===== config.mk =====
export PLATFORM = sky130hd
export DESIGN_NAME = mealy_pattern_tx
export DESIGN_NICKNAME = d
export VERILOG_FILES = /design/src/rtl/mealy_pattern_tx.sv
export SDC_FILE = /design/constraint.sdc
export NUM_CORES = 1
export LEC_CHECK = 0
export CAP_MARGIN = 20
export CORE_UTILIZATION = 31
export DETAILED_ROUTE_END_ITERATION = 8
export GPL_TIMING_DRIVEN = 0
export SLEW_MARGIN = 20
export SYNTH_ARGS = -nofsm -noshare
export SYNTH_HDL_FRONTEND = slang
export SYNTH_SLANG_ARGS = --single-unit

===== constraint.sdc =====
create_clock -name clk -period 2.1 [get_ports clk]
set_input_delay 0.42 -clock clk [delete_from_list [all_inputs] [get_ports clk]]
set_output_delay 0.42 -clock clk [all_outputs]
set_load 0.01 [all_outputs]

===== src/rtl/mealy_pattern_tx.sv =====
// Serial pattern transmitter: shifts a len-bit pattern out MSB-first, reps times,
// with GAP idle cycles between repetitions. Feeds the mealy_6 detector's x input.
module mealy_pattern_tx #(
  parameter int unsigned PAT_W = 8,
  parameter int unsigned LEN_W = 4,
  parameter int unsigned CNT_W = 4,
  parameter int unsigned GAP   = 0
) (
  input  logic             clk,
  input  logic             rst,
  input  logic             start,
  input  logic [PAT_W-1:0] pattern,
  input  logic [LEN_W-1:0] len,
  input  logic [CNT_W-1:0] reps,
  input  logic             abort,
  output logic             x,
  output logic             x_valid,
  output logic             busy,
  output logic             done,
  output logic             err
);

  localparam int unsigned IDX_W = (PAT_W > 1) ? $clog2(PAT_W) : 1;
  localparam int unsigned GAP_W = (GAP > 1) ? $clog2(GAP) : 1;

  typedef enum logic [1:0] {S_IDLE, S_SEND, S_GAP, S_DONE} state_t;

  state_t             state_q, state_d;
  logic [PAT_W-1:0]   shadow_q, shadow_d;
  logic [IDX_W-1:0]   last_q, last_d;
  logic [IDX_W-1:0]   bit_q, bit_d;
  logic [CNT_W-1:0]   rep_q, rep_d;
  logic [GAP_W-1:0]   gap_q, gap_d;
  logic               x_d, x_valid_d, busy_d, done_d, err_d;
  logic               req_ok;

  assign req_ok = (len != '0) && (len <= LEN_W'(PAT_W)) && (reps != '0);

  // State, shadow and output registers
  always_ff @(posedge clk or negedge rst) begin
    if (!rst) begin
      state_q  <= S_IDLE;
      shadow_q <= '0;
      last_q   <= '0;
      bit_q    <= '0;
      rep_q    <= '0;
      gap_q    <= '0;
      x        <= 1'b0;
      x_valid  <= 1'b0;
      busy     <= 1'b0;
      done     <= 1'b0;
      err      <= 1'b0;
    end else begin
      state_q  <= state_d;
      shadow_q <= shadow_d;
      last_q   <= last_d;
      bit_q    <= bit_d;
      rep_q    <= rep_d;
      gap_q    <= gap_d;
      x        <= x_d;
      x_valid  <= x_valid_d;
      busy     <= busy_d;
      done     <= done_d;
      err      <= err_d;
    end
  end

  // Next-state and counter update; bit_q indexes the bit presented on x this cycle
  always_comb begin
    state_d  = state_q;
    shadow_d = shadow_q;
    last_d   = last_q;
    bit_d    = bit_q;
    rep_d    = rep_q;
    gap_d    = gap_q;
    err_d    = 1'b0;
    case (state_q)
      S_IDLE: begin
        if (start) begin
          if (req_ok) begin
            shadow_d = pattern;
            last_d   = IDX_W'(len - LEN_W'(1));
            bit_d    = IDX_W'(len - LEN_W'(1));
            rep_d    = reps;
            state_d  = S_SEND;
          end else begin
            err_d   = 1'b1;
            state_d = S_DONE;
          end
        end
      end
      S_SEND: begin
        if (abort) begin
          state_d = S_DONE;
        end else if (bit_q != '0) begin
          bit_d = bit_q - IDX_W'(1);
        end else begin
          rep_d = rep_q - CNT_W'(1);
          if (rep_q == CNT_W'(1)) begin
            state_d = S_DONE;
          end else if (GAP != 0) begin
            gap_d   = GAP_W'(GAP - 1);
            state_d = S_GAP;
          end else begin
            bit_d = last_q;
          end
        end
      end
      S_GAP: begin
        if (abort) begin
          state_d = S_DONE;
        end else if (gap_q == '0) begin
          bit_d   = last_q;
          state_d = S_SEND;
        end else begin
          gap_d = gap_q - GAP_W'(1);
        end
      end
      S_DONE:  state_d = S_IDLE;
      default: state_d = S_IDLE;
    endcase
  end

  // Output values for the next cycle, derived from the upcoming state
  always_comb begin
    x_valid_d = (state_d == S_SEND);
    x_d       = (state_d == S_SEND) && shadow_d[bit_d];
    busy_d    = (state_d == S_SEND) || (state_d == S_GAP);
    done_d    = (state_d == S_DONE);
  end

endmodule


==> Word level (Yosys, flattened, before mapping) <==
Cells that the tools add are included.
Widths: inputs -> output; s select.
{ "op_classes": {"reduce_logical": 12, "n_bitwise": 1, "n_eq_ne": 11, "mux": 30, "add_sub_neg": 4, "magnitude_cmp": 2} }
{ "op_table": {"columns": ["cell", "count"], "rows": [
  ["$mux 8", 3],
  ["$mux 3", 7],
  ["$mux 4", 4],
  ["$mux 2", 7],
  ["$pmux 3 s3", 1],
  ["$eq 2x2->1 const B", 4],
  ["$ne 2x2->1 const B", 4],
  ["$pmux 2 s4", 1],
  ["$pmux 4 s2", 1],
  ["$reduce_bool 4->1", 2],
  ["$sub 3x1->3 const B", 2],
  ["$mux 1", 5],
  ["$reduce_and 5->1", 1],
  ["$eq 2x1->1 const B", 2],
  ["$eq 4x1->1 const B", 1],
  ["$le 4x4->1 const B", 1],
  ["$lt 3x4->1 const B", 1],
  ["$sub 4x1->4 const B", 1],
  ["$bmux 1 s3", 1],
  ["$logic_and 1x1->1", 3],
  ["$reduce_and 3->1", 1],
  ["$reduce_bool 3->1", 1],
  ["$logic_not 2->1", 1],
  ["$reduce_and 2->1", 1],
  ["other kinds (4)", 4]
]} }
{ "totals": {"out_inout_bits": 5, "ff_bits": 26, "word_cells": 71, "inputBits": 20} }

==> Depth between registers and ports, before layout <==
{ "logic_depth": {"depth_word": 9, "depth_mapped": 11, "mapped_depth_nobuf": 11} }

==> Worst setup path after synthesis <==
Ideal clock, no wire load.
{ "synth_path": {"kind": "input to register", "from": "input port len[0]", "to": "register x", "setup_slack_ns": -0.262, "t_arrival_ns": 2.296, "setup_ns": 0.066, "n_path_buf": 0, "required_time_ns": 2.034, "stages": 10, "path_cell_list": "inv_1 ha_1 nor2b_4 xor2_2 or4_1 o31a_1 o21a_1 or3b_1 o32ai_1 a41o_1"} }
{ "synth_between": {"elab_chain_cells": 9, "elab_cells_between_ends": 18, "cone_classes": "add/sub (1); order compare (1); eq/ne (1); mux (11); reduce/logical (4)"} }
{ "synth_lines": {"columns": ["element", "line_no", "rtl"], "rows": [
  ["start, declared", "13", "input logic [LEN_W-1:0] len,"],
  ["$le 4x4->1 or $reduce_bool 4->1 (tied branches)", "37", "assign req_ok = (len != '0) && (len <= LEN_W'(PAT_W)) && (reps != '0);"],
  ["$logic_and 1x1->1 (2 in series)", "37", null],
  ["$mux 3 or $mux 8 (tied branches)", "80", "if (req_ok) begin"],
  ["$mux 3 or $mux 8 (tied branches)", "79", "if (start) begin"],
  ["$pmux 3 s3 or $mux 8 (tied branches)", "77", "case (state_q)"],
  ["$bmux 1 s3", "127", "x_d = (state_d == S_SEND) && shadow_d[bit_d];"],
  ["$mux 1 (not written as such)", "127", null],
  ["$logic_and 1x1->1 *", "127", null],
  ["named net x_d", "34", "logic x_d, x_valid_d, busy_d, done_d, err_d;"],
  ["end signal, assigned", "48", "x <= 1'b0;"],
  ["end signal, assigned", "60", "x <= x_d;"],
  ["end, declared", "16", "output logic x,"]
]} }
Mark *: on every way through the listed nets, which the timed path passes. The rest lies on a longest branch. The select of a mux whose other input is x is not followed.
A chain may end at the register's enable or synchronous reset.

==> Final worst setup path <==
{ "layout_path": {"from": "register bit_q[0]", "to": "register x"} }
{ "layout_between": {"elab_chain_cells": 7, "elab_cells_between_ends": 17, "cone_classes": "add/sub (1); eq/ne (1); mux (13); reduce/logical (2)"} }
{ "layout_lines": {"columns": ["element", "line_no", "rtl"], "rows": [
  ["start, declared", "31", "logic [IDX_W-1:0] bit_q, bit_d;"],
  ["start signal, assigned", "57", "bit_q <= bit_d;"],
  ["$sub 3x1->3 or $reduce_bool 3->1 (tied branches)", "96, 95", null],
  ["$mux 3 *", "95", "end else if (bit_q != '0) begin"],
  ["$mux 3 *", "93", "if (abort) begin"],
  ["$pmux 3 s3 *", "77", null],
  ["named net bit_d[2]", "31", null],
  ["$bmux 1 s3 *", "127", null],
  ["$mux 1 (not written as such) *", "127", null],
  ["$logic_and 1x1->1 *", "127", null],
  ["named net x_d", "34", null]
]} }
Marked as above.

==> metrics.txt <==
fin crit share 104%; NumNets Final 250; Setup Skew 10.3 ps; most used cell, CP buf_4; gr ovfl total 0; Final setup viols 1; initial drt markers 66; Synth area leader dfrtp_1; Rows 25; EDFF count, synth 0; critical path data arrival time 2410 ps; Primary FF master, synth dfrtp_1; pre-CTS setup slack -1220 ps; RR Endpoint x; Max Cap Violations 0; Placer Congestion 0.875; number of CTS-inserted buffers 3; Slew Limit Headroom 62.5%; CTS tree built; crit path launch bit_q[0]; post-synth cell types 49; WL/cell 13.3 um; CP cell instances inv_2 -> buf_4 -> buf_4 -> ha_1 -> a32o_1 -> a21oi_2 -> o211ai_1 -> or3b_4 -> o32ai_2 -> a41o_1; P_int 1.76 mW; syn_area_per_cell 8.84 sq um; CTS Hold Bufs 0; IO Pins 25; slowest CP cell or3b_4; Initial DRT Pass Iterations 4; setup ws final -79.9 ps; # DRC 0; mapped cell area 1530 sq um; most instantiated cells after synthesis nand2_1, dfrtp_1, inv_1, nor2_1, o21ai_0; largest fanout on the critical path 5; FMAX 0.459 GHz; Synth-to-Final Area Change 48.5%; RSZ-0062 raised after global routing true; Sw Share 41.4%; fillers 432; largest net degree at the start of global routing 26; DRT Wirelength 3850 um; vias per inst 4.84; ys async rst share 100%; Max VDD drop 0.387 mV; design area 2270 sq um; M1 wire length 1770 um; Slew Limit Fails 0; DR WL met3 138 um; Clock Latency Late Sink 290 ps; Diodes inserted 0; CTS clk-pin slew, worst paths 100 ps; Area after DPL 1870 sq um; FF-to-FF setup slack -80 ps; Register-to-Register Path Depth 10; deepest clock path buffer count 2; failing checks negative setup slack; crit end category flip-flop; Max H-tree Level 1; PwrDens 1320 nW/um^2; Comb pwr share 61.2%; DR top layer met4; detailed placer's ending HPWL 2610 um; initial core utilization 32.4%; share of total power in the clock network 10.3%; vias 1399; Worst path max stage delay 440 ps; sequential share of the synthesized area 40.9%; Lkg Pwr 0.986 nW; Crit path required time 2330 ps; WS Path Type flip-flop to flip-flop; Hold Crit Class input pin to asynchronous set/reset pin; CP Buf/Inv Count 3; initial antenna violation count 0; IO Port Bufs 23; Worst-Margin Slew 563 ps; wire length on met2 1870 um; clock sinks 25; vias in the first global route 1326; wire length of the first global-routing pass 6190 um; CP top delay family compound AO/OA/AOI/OAI gates; top-area cell type share of the netlist area 40.9%; yosys synthesis warning count 0; Tot GR Track Use 15.7%; Worst setup SP type flip-flop; Die X 72.2 um; outcome finished with violations; RR Startpoint bit_q[0]; most frequent cell after synthesis nand2_1; die area 5220 sq um; Core ar. 4720 sq um; Cells after Synth 173; die height 72.2 um; Final ANT Viol Nets 0; switching power total 1.24 mW; Sequential Power Share 28.5%; share of post-route cells with drive strength above 1 34.7%; largest cells by area after synthesis dfrtp_1, nand2_1, ha_1; root buffer cell clkbuf_8; post-layout min period 2180 ps; syn nets 200; Yosys reg bits 25; endpoints failing hold 0
## power groups by stage
stage / registers [mW] / logic [mW] / clock network [mW]
after detailed placement: 0.835 / 1.26 / 0
after CTS: 0.847 / 1.61 / 0.309
after global placement: 0.830 / 1.26 / 0
final: 0.858 / 1.84 / 0.310
after floorplan: 0.823 / 0.903 / 0
after global routing: 0.881 / 2.03 / 0.322
## how the worst max path moves through the flow
stage,endpoint,slack (ps),cells after the start
final,x,-80,10
after detailed placement,x,-1220,12
after global placement,x,-1220,12
after global routing,x,-180,10
after CTS,x,-80,11
after floorplan,x,-200,10
## logic make-up after synthesis
group / share of synthesized area [%]
simple gates: 25.1
buf+inv: 5.48
compound gates: 20.5
xor+xnor: 2.21
fa+ha+maj: 5.73
flops: 40.9
## cell usage in the layout, fill, tap and decap left out, types with 4 or more instances in the layout
cell type,instances
a21oi_1,4
buf_2,5
buf_4,21
clkdlybuf4s50_1,13
dfrtp_1,25
inv_1,9
nand2_1,30
nand2b_1,4
nor2_1,10
nor3_1,5
o21ai_0,8
## worst register-to-register path, cell delays in order (launching register included)
cell	delay [ps]
dfrtp_1	400
inv_2	70
buf_4	130
buf_4	120
ha_1	200
a32o_1	220
a21oi_2	120
o211ai_1	190
or3b_4	440
o32ai_2	100
a41o_1	130
## per-layer routing
metal	GRT usage, %	up-vias
met5	0	-
met3	1.67	6
li1	-	704
met1	21.0	655
met2	25.3	34
met4	7.84	0
## registers in the layout, indices dropped and copies added, names as in the netlist
signal and count:
bit_q 3, busy 1, done 1, err 1, last_q 3, rep_q 4, shadow_q 8, state_q 2
x 1, x_valid 1
## cell type report
| class | count | area (sq um) | share of cell area (%) |
|---|---|---|---|
| Clock inverter | 1 | 5.00 | 0.220 |
| Tap cell | 67 | 83.8 | 3.69 |
| Inverter | 14 | 72.6 | 3.20 |
| Sequential cell | 25 | 626 | 27.5 |
| Timing Repair Buffer | 46 | 402 | 17.7 |
| Buffer | 5 | 28.8 | 1.27 |
| Multi-Input combinational cell | 128 | 1010 | 44.6 |
| Clock buffer | 3 | 41.3 | 1.82 |
## stage by stage
| stage | setup TNS [ps] | total power [mW] | hold WS (ps) | instances | utilization (%) |
|---|---|---|---|---|---|
| floorplan | -196 | 1.73 | 124 | 173 | - |
| global placement | -12150 | 2.09 | 457 | 263 | 39.7 |
| detailed placement | -12570 | 2.10 | 456 | 263 | 39.6 |
| CTS | -81.0 | 2.76 | 146 | 283 | 45.7 |
| global route | -227 | 3.23 | 170 | 289 | 48.1 |
| finish | -79.9 | 3.01 | 110 | 289 | 48.1 |
## repair_timing
| action | in CTS | in global routing |
|---|---|---|
| pin swaps | 16 | 8 |
| endpoints found under the setup margin | 21 | 2 |
| buffers inserted | 17 | 6 |
| gates resized for setup | 63 | 14 |
(Power assumes the default switching activity.)
